$ cat src/rtl/vigenere_seq_ctrl_if.sv
// Letter stream bundle: source-to-block input handshake and block-to-sink output handshake.
// The block takes the slave modport; the letter source/sink side takes master.
interface vigenere_seq_ctrl_if;
  logic       in_valid;
  logic       in_ready;
  logic [4:0] in_p;
  logic       out_valid;
  logic       out_ready;
  logic [4:0] out_c;

  modport master (
    output in_valid, in_p, out_ready,
    input  in_ready, out_valid, out_c
  );

  modport slave (
    input  in_valid, in_p, out_ready,
    output in_ready, out_valid, out_c
  );
endinterface

$ cat src/rtl/vigenere_seq_ctrl.sv
// Streaming Vigenere cipher sequencer around a single combinational mod-26 letter adder.
// Holds a cyclic key, handles encrypt/decrypt, and buffers one output letter.
module ha1_task4 (
  input  logic [4:0] P,
  input  logic [4:0] K,
  output logic [4:0] C
);
  logic [5:0] sum;

  always_comb begin
    sum = {1'b0, P} + {1'b0, K};
    C   = (sum >= 6'd26) ? 5'(sum - 6'd26) : sum[4:0];
  end
endmodule

module vigenere_seq_ctrl #(
  parameter int KEY_MAX_LEN = 8
) (
  input  logic                       clk,
  input  logic                       rst,
  input  logic                       key_clear,
  input  logic                       key_wr,
  input  logic [4:0]                 key_in,
  input  logic                       start,
  input  logic                       decrypt,
  input  logic                       stop,
  vigenere_seq_ctrl_if.slave         strm,
  output logic [3:0]                 key_len,
  output logic                       busy,
  output logic                       err
);
  localparam logic [3:0] KEY_MAX = 4'(KEY_MAX_LEN);

  typedef enum logic [1:0] {
    ST_LOAD  = 2'd0,
    ST_RUN   = 2'd1,
    ST_DRAIN = 2'd2
  } state_t;

  state_t     state_q, state_d;
  logic [4:0] key_q [16];
  logic [4:0] key_d [16];
  logic [3:0] key_len_q, key_len_d;
  logic [3:0] key_idx_q, key_idx_d;
  logic       mode_q, mode_d;
  logic       out_valid_q, out_valid_d;
  logic [4:0] out_c_q, out_c_d;
  logic       err_q, err_d;

  logic       in_ready;
  logic       accept;
  logic       letter_ok;
  logic [4:0] k_raw;
  logic [4:0] k_sel;
  logic [4:0] c_sum;

  // Key selection and the single mod-26 adder
  always_comb begin
    k_raw     = key_q[key_idx_q];
    // Decrypt adds the additive inverse; a zero key letter is its own inverse.
    k_sel     = mode_q ? ((k_raw == 5'd0) ? 5'd0 : 5'd26 - k_raw) : k_raw;
    letter_ok = (strm.in_p <= 5'd25);
    in_ready  = (state_q == ST_RUN) && (!out_valid_q || strm.out_ready);
    accept    = in_ready && strm.in_valid;
  end

  ha1_task4 u_add (
    .P (strm.in_p),
    .K (k_sel),
    .C (c_sum)
  );

  // Next-state, key storage, output buffer
  always_comb begin
    state_d     = state_q;
    key_d       = key_q;
    key_len_d   = key_len_q;
    key_idx_d   = key_idx_q;
    mode_d      = mode_q;
    out_valid_d = out_valid_q;
    out_c_d     = out_c_q;
    err_d       = 1'b0;

    if (out_valid_q && strm.out_ready) begin
      out_valid_d = 1'b0;
    end
    if (accept) begin
      out_valid_d = 1'b1;
      out_c_d     = letter_ok ? c_sum : strm.in_p;
    end

    unique case (state_q)
      ST_LOAD: begin
        if (key_clear) begin
          key_len_d = 4'd0;
        end else if (key_wr) begin
          if (key_in <= 5'd25 && key_len_q < KEY_MAX) begin
            key_d[key_len_q] = key_in;
            key_len_d        = key_len_q + 4'd1;
          end else begin
            err_d = 1'b1;
          end
        end
        // The go/no-go decision uses the key length before any same-cycle write.
        if (start && key_len_q != 4'd0) begin
          state_d   = ST_RUN;
          mode_d    = decrypt;
          key_idx_d = 4'd0;
        end
      end

      ST_RUN: begin
        if (accept) begin
          if (letter_ok) begin
            key_idx_d = (key_idx_q == key_len_q - 4'd1) ? 4'd0 : key_idx_q + 4'd1;
          end else begin
            err_d = 1'b1;
          end
        end
        if (stop) begin
          if (out_valid_d) begin
            state_d = ST_DRAIN;
          end else begin
            state_d   = ST_LOAD;
            key_idx_d = 4'd0;
          end
        end
      end

      ST_DRAIN: begin
        if (out_valid_q && strm.out_ready) begin
          state_d   = ST_LOAD;
          key_idx_d = 4'd0;
        end
      end

      default: begin
        state_d = ST_LOAD;
      end
    endcase
  end

  // Control and output registers
  always_ff @(posedge clk) begin
    if (rst) begin
      state_q     <= ST_LOAD;
      key_len_q   <= 4'd0;
      key_idx_q   <= 4'd0;
      mode_q      <= 1'b0;
      out_valid_q <= 1'b0;
      out_c_q     <= 5'd0;
      err_q       <= 1'b0;
    end else begin
      state_q     <= state_d;
      key_len_q   <= key_len_d;
      key_idx_q   <= key_idx_d;
      mode_q      <= mode_d;
      out_valid_q <= out_valid_d;
      out_c_q     <= out_c_d;
      err_q       <= err_d;
    end
  end

  // Key letters carry no reset; key_len gates their use.
  always_ff @(posedge clk) begin
    key_q <= key_d;
  end

  assign strm.in_ready  = in_ready;
  assign strm.out_valid = out_valid_q;
  assign strm.out_c     = out_c_q;
  assign key_len        = key_len_q;
  assign busy           = (state_q != ST_LOAD);
  assign err            = err_q;
endmodule

$ cat src/flat_wrapper.sv
// flat-port wrapper written by rule: the top's interface ports become plain ports
module vigenere_seq_ctrl_flat 
#(
  parameter int KEY_MAX_LEN = 8
)
  (clk, rst, key_clear, key_wr, key_in, start, decrypt, stop, key_len, busy, err, strm_in_valid, strm_in_p, strm_out_ready, strm_in_ready, strm_out_valid, strm_out_c);
  vigenere_seq_ctrl_if strm_i ();
  input  logic clk;
  input  logic rst;
  input  logic key_clear;
  input  logic key_wr;
  input  logic [4:0] key_in;
  input  logic start;
  input  logic decrypt;
  input  logic stop;
  output logic [3:0] key_len;
  output logic busy;
  output logic err;
  input wire logic [$bits(strm_i.in_valid)-1:0] strm_in_valid;
  input wire logic [$bits(strm_i.in_p)-1:0] strm_in_p;
  input wire logic [$bits(strm_i.out_ready)-1:0] strm_out_ready;
  output wire logic [$bits(strm_i.in_ready)-1:0] strm_in_ready;
  output wire logic [$bits(strm_i.out_valid)-1:0] strm_out_valid;
  output wire logic [$bits(strm_i.out_c)-1:0] strm_out_c;
  assign strm_i.in_valid = strm_in_valid;
  assign strm_i.in_p = strm_in_p;
  assign strm_i.out_ready = strm_out_ready;
  assign strm_in_ready = strm_i.in_ready;
  assign strm_out_valid = strm_i.out_valid;
  assign strm_out_c = strm_i.out_c;
  vigenere_seq_ctrl #(.KEY_MAX_LEN(KEY_MAX_LEN)) u_core (.clk(clk), .rst(rst), .key_clear(key_clear), .key_wr(key_wr), .key_in(key_in), .start(start), .decrypt(decrypt), .stop(stop), .strm(strm_i), .key_len(key_len), .busy(busy), .err(err));
endmodule
$ cat config.mk
export PLATFORM = sky130hd
export DESIGN_NAME = vigenere_seq_ctrl_flat
export DESIGN_NICKNAME = d
export VERILOG_FILES = /design/src/rtl/vigenere_seq_ctrl_if.sv /design/src/rtl/vigenere_seq_ctrl.sv /design/src/flat_wrapper.sv
export SDC_FILE = /design/constraint.sdc
export NUM_CORES = 1
export LEC_CHECK = 0
export ABC_AREA = 1
export BUFFER_PORTS_ARGS = -buffer_cell sky130_fd_sc_hd__buf_2
export CORE_ASPECT_RATIO = 1.4
export CORE_MARGIN = 1
export CORE_UTILIZATION = 48
export CTS_CLUSTER_SIZE = 25
export DETAILED_ROUTE_END_ITERATION = 8
export PLACE_DENSITY_LB_ADDON = 0.08
export SYNTH_ARGS = -nofsm -noshare
export SYNTH_HDL_FRONTEND = slang
export SYNTH_SLANG_ARGS = --single-unit
$ cat constraint.sdc
create_clock -name clk -period 6.2 [get_ports clk]
set_clock_uncertainty 0.15 [all_clocks]
set_input_delay 1.24 -clock clk [delete_from_list [all_inputs] [get_ports clk]]
set_output_delay 1.24 -clock clk [all_outputs]
set_load 0.01 [all_outputs]
== Word-level counts from Yosys, hierarchy flattened ==
Cells that the tools add are included.
Word-level totals
  bits of input ports: 19
  bits in registers: 98
Cells by class
  $lt $le $gt $ge: 7
  equality and inequality tests: 6
  add/subtract/negate cells: 6
  reductions and logical operators: 20
  mux-type cells: 34
  bitwise gates (word level): 3
Operators by type and width (number)
  $bwmux W80: 1
  $mux W4: 10
  $mux W5: 7
  $bmux W5 S4: 1
  $demux W5 S4: 1
  $pmux W4 S3: 1
  $ge A5 B5 Y1 const B: 2
  $le A5 B5 Y1 const B: 2
  $not A4 Y5: 2
  $reduce_and A3 Y1: 3
  $add A4 B1 Y4 const B: 2
  $mux W2: 4
  $mux W1: 7
  $add A5 B5 Y6: 1
  $ge A6 B5 Y1 const B: 1
  $logic_and A1 B1 Y1: 6
  $pmux W2 S3: 1
  $reduce_bool A2 Y1: 3
  $logic_not A5 Y1: 1
  $lt A5 B1 Y1 const B: 1
  $sub A5 B5 Y5 const A: 1
  $sub A5 B5 Y5 const B: 1
  $eq A4 B4 Y1: 1
  $lt A4 B4 Y1 const B: 1
  14 further kinds: 15

== Depth between registers and ports, before layout ==
  depth in word-level cells: 11
  mapped depth: 27
  mapped depth without buffers: 25

== Hierarchy ==
Synthesis repeated with hierarchy kept, for this count alone.
Unflattened totals
  cells, all modules: 543
  area total of the unflattened synthesis: 4942.2 um^2
Modules (own cells, without submodules)
  vigenere_seq_ctrl: instances 1, area each 4576.9 um^2, cells each 485
  ha1_task4: instances 1, area each 365.4 um^2, cells each 58

== Worst setup path after synthesis ==
Ideal clock, no wire load.
  path type: register to register
  from: register u_core.key_idx_q[0]
  to: register u_core.out_c_q[3], in the netlist u_core.strm.out_c[3]
  path slack: 2.992 ns
  stages on the path, launching flop included: 23
  data arrival time: 2.941 ns
  data required time: 5.933 ns
  path through: dfxtp_1 > buf_6 > buf_6 > buf_6 > o211ai_2 > nand3_1 > nand3_1 > nand2_2 > inv_2 > ha_1 > inv_1 > nor2_2 > a31oi_1 > ha_1 > fa_1 > inv_1 > and2_1 > nor2_1 > nand2_1 > nand2_1 > a21oi_1 > nor2_1 > nor2_1
On the way
  word-level cells in the longest chain between the ends: 11
  elaborated cells between the ends (all ways): 13
  those cells by class: add/sub: 3; order compare: 1; mux: 7; bitwise: 1; reduce/logical: 1
RTL lines
  start: declaration: RTL line vigenere_seq_ctrl.sv:44  | logic [3:0] key_idx_q, key_idx_d;
  start signal: assignment: RTL line vigenere_seq_ctrl.sv:156  | key_idx_q <= key_idx_d;
  $not A4 Y5 (implied by the code) (*): RTL line vigenere_seq_ctrl.sv:59  | k_raw = key_q[key_idx_q];
  $bmux W5 S4 (*): RTL line vigenere_seq_ctrl.sv:59
  $mux W5 (implied by the code) (*) (2 in series): RTL line vigenere_seq_ctrl.sv:59
  $sub A5 B5 Y5 / $logic_not A5 Y1 (equally long branches): RTL line vigenere_seq_ctrl.sv:61  | k_sel = mode_q ? ((k_raw == 5'd0) ? 5'd0 : 5'd26 - k_raw) : k_raw;
  $mux W5: RTL line vigenere_seq_ctrl.sv:61
  $mux W5 (*): RTL line vigenere_seq_ctrl.sv:61
  $add A5 B5 Y6 (*): RTL line vigenere_seq_ctrl.sv:11  | sum = {1'b0, P} + {1'b0, K};
  $sub A5 B5 Y5 / $ge A6 B5 Y1 (equally long branches): RTL line vigenere_seq_ctrl.sv:12  | C = (sum >= 6'd26) ? 5'(sum - 6'd26) : sum[4:0];
  $mux W5 (*): RTL line vigenere_seq_ctrl.sv:12
  $mux W5 (*): RTL line vigenere_seq_ctrl.sv:89  | out_c_d = letter_ok ? c_sum : strm.in_p;
  end signal: assignment: RTL line vigenere_seq_ctrl.sv:159  | out_c_q <= out_c_d;
  end: declaration: RTL line vigenere_seq_ctrl.sv:47  | logic [4:0] out_c_q, out_c_d;
Mark *: on every way between the ends. The rest lies on a longest branch, timed or not. The select of a mux whose other input is x is not followed.
A chain may end at the register's enable or synchronous reset.

== Worst setup path in the final report ==
  from: register u_core.key_idx_q[2]
  to: register u_core.out_c_q[3], in the netlist u_core.strm.out_c[3]
Same word-level chain as after synthesis.

==> results by group <==
Route
  – Drt drc: 0
  – TritonRoute pass-1 iters: 4
  – Total Routed Length: between 9000 and 10,000 um
  – Initial DRC count: 156
  – DR WL/cell: 14.1 um
  – Routed vias/inst: around 5.0
  – Vias: 3,448
  – Antenna-violating nets left: 0

Setup path
  – CP Launch Point: u_core.key_idx_q[2]
  – Critical Path RT: 6280 ps
  – Crit path DAT: 3970 ps
  – CP endpoint kind: register
  – Crit Path Max Fanout: 13
  – Worst r2r src: u_core.key_idx_q[2]
  – Crit path kind: register to register
  – Startpoint Class: register

CTS
  – TritonCTS buffer count: 9
  – Post-CTS Setup Inserts: 0
  – Worst skew pair latency: around 340 ps
  – CTS H-tree depth: 3
  – CTS tree: yes
  – TritonCTS sink count: 98
  – CTS Hold Bufs: 0
  – Clock Root Buffer: clkbuf_16
  – CTS max path bufs: 2
  – CTS resizes: 0
  – Clk slew on worst S/H paths: 70 ps

Pwr
  – Pwr dens: between 200 and 300 nW/um^2
  – P_int: 0.00110 W
  – NetSw: roughly 0.00031 W
  – Gate power share: 7.5%
  – Max VDD drop: 0.000187 V
  – Leakage Power: 2.19 nW
  – Clock group share of total power: 39.5%
  – Flop pwr share: 53.0%
  – Sw frac: a little over a fifth
  – Total power: around 0.0014 W

Die
  – CORE AREA: 9560 um^2
  – # IOs: 32
  – Die area: 10,400 um^2
  – Width of the die: about 86 um
  – Starting Density: 50.0%
  – Die Y: 120 um
  – Row count: 42

Logic synthesis
  – Synth top area share: ~50%
  – Post-Synthesis Cell Area: 4780 um^2
  – Synth Register Bits: 98
  – Sequential area share after synthesis: 57.8%
  – Synth cell types: just over 40
  – Main area contributors after synthesis: edfxtp_1 (50%), dfxtp_1 (7.5%), nand2_1 (7.1%), nand3_1 (5.0%), nor2_1 (4.7%)
  – Leading area contributor after synthesis: edfxtp_1
  – Number of synthesized flops with an enable pin: 80
  – Synth Instances: 490
  – Mapped Avg Cell Area: 9.76 um^2
  – Synthesis Warnings: 0
  – Leading register cell type out of synthesis: edfxtp_1
  – Asr flop ratio synth: 0%

Global route
  – GRT Util Overall: 20.7%
  – GRT overflow: 0
  – Largest net degree at the start of global routing: between 50 and 60
  – Vias in the first global route: 3,328
  – Initial antenna violation count: 0
  – First-pass GRT wire length: 16,000 um

Cells and area
  – Fillers: 888
  – Post-route cell area: 5450 um^2
  – Fraction of layout cells with a size suffix above 1: 12.8%
  – Final nets: 591
  – Util after Layout: 56.9%
  – Register area: 2760 um^2
  – Layout overhead on the synthesized area: 13.9%
  – Inserted Diodes: 0
  – Area of the multi-input gates: between 1500 and 2000 um^2

STA
  – Setup TNS: 0 ps
  – Unrepaired setup endpoints after global routing: no
  – Hold Vio Cnt, Final: 0
  – Setup Viol. Count Final: 0
  – Maximum clock rate: 257 MHz
  – Worst-margin pin slew: 947 ps
  – Max Slew Vio Count: 0
  – Period utilization: a little over three fifths
  – Post-layout min period: 3890 ps
  – Slew headroom: 36.4%

Run status
  – Outcome: finished, final reports clean

Placement
  – Final Wtd Congestion: 0.858
  – Post-DP HPWL: 6640 um
  – Placed inst area: around 5100 um^2
  – Port bufs: 31

Run
  – Max-cap violations: 0

Min path
  – HP Start: u_core.strm.out_c[0]
  – Tightest Hold Check Type: register to register
critical path: stages, from the launching register on:
cell and delay (ps):
dfxtp_1 750, inv_1 430, nand3_1 220, nand3_2 90, nand2_2 120, inv_1 70
ha_1 170, inv_1 60, nor2_2 40, nand3_2 80, nor2b_1 180, ha_1 290
a21oi_1 180, nand2_1 70, nand2_1 80, nand2_1 50, a21oi_1 270, nand2_1 170
nand3_1 100, nand2_1 50, nor2_1 90, nor2_1 40
stage by stage:
stage               hold WS [ps]  cells  worst slack [ps]
global placement             334    677              2400
finish                       343    693              2310
global route                 367    693              1920
CTS                          343    693              2290
floorplan                    349    529              2990
detailed placement           330    677              2290
synth_stat cells (2+ instances only):
master,count
nand2_1,91
edfxtp_1,80
nor2_1,60
nand3_1,48
inv_1,42
a21oi_1,24
o21ai_1,23
dfxtp_1,18
ha_1,15
nor3_1,10
o21ai_0,8
buf_2,6
buf_6,6
inv_2,5
xnor2_1,5
nand2_2,4
nand3_2,4
o211ai_1,4
xor2_1,4
a31oi_1,3
nand4_1,3
nor2_4,3
a22oi_1,2
buf_4,2
clkbuf_1,2
nor2_2,2
o21a_1,2
final cells by class:
| type | instances | share of cell area, % |
|---|---|---|
| clock buffers | 11 | 4.46 |
| repair buffers | 33 | 3.12 |
| clock inverters | 5 | 1.15 |
| well taps | 132 | 3.03 |
| inverters | 48 | 3.35 |
| multi-input cells | 366 | 34.1 |
| flip-flops and latches | 98 | 50.7 |
final timing paths:
check,to,slack (ps),cells past startpoint
setup / recovery,u_core.strm.out_c[3],2310,21
hold / removal,u_core.strm.out_c[0],340,2
setup reg to reg,u_core.strm.out_c[3],2310,21
hold reg to reg,u_core.strm.out_c[0],340,2
state kept, by name (all words and copies together), names as in the netlist:
name                   count
u_core.key_q              80
u_core.strm.out_c          5
u_core.key_idx_q           4
u_core.key_len             4
u_core.state_q             2
u_core.err                 1
u_core.mode_q              1
u_core.strm.out_valid      1
logic make-up after synthesis:
logic type               synth area share [%]
buffers and inverters                    6.41
other                                  0.0784
adder cells (fa/ha/maj)                  4.34
AO/OA/AOI/OAI                            7.98
XOR/XNOR                                 1.65
flip-flops                               57.8
AND/OR/NAND/NOR                          21.8
per-layer routing:
metal	GRT usage (%)	vias up	share of wire (%)
li1	-	1750	-
met1	23.9	1632	42
met2	36.9	50	54
met3	3.65	16	2.5
met4	9.06	0	1.9
met5	0	-	0
placed cells by master, fill, tap and decap left out, drive strengths merged, types with 3 or more instances in the layout:
| cell type | Yosys | layout |
|---|---|---|
| clkbuf | 2 | 11 |
| dfxtp | 18 | 18 |
| ha | 15 | 15 |
| o21ai | 31 | 31 |
| nand4 | 3 | 3 |
| buf | 15 | 33 |
| nor2 | 65 | 65 |
| xnor2 | 5 | 5 |
| nand2 | 96 | 96 |
| a21oi | 24 | 24 |
| edfxtp | 80 | 80 |
| conb | 1 | 40 |
| a31oi | 3 | 3 |
| inv | 48 | 49 |
| xor2 | 4 | 4 |
| nand3 | 52 | 52 |
| nor3 | 11 | 11 |
| o211ai | 5 | 5 |
power by group through the flow:
| stage | clock (W) | combinational, W | sequential [W] |
|---|---|---|---|
| final | 0.000557 | 0.000106 | 0.000748 |
| after global routing | 0.000593 | 0.000121 | 0.000750 |
| after floorplan | 0 | 0.0000716 | 0.000761 |
| after detailed placement | 0 | 0.000106 | 0.000762 |
| after global placement | 0 | 0.000103 | 0.000761 |
| after CTS | 0.000571 | 0.000106 | 0.000748 |
Note: power is estimated with default switching activity, not from simulation.
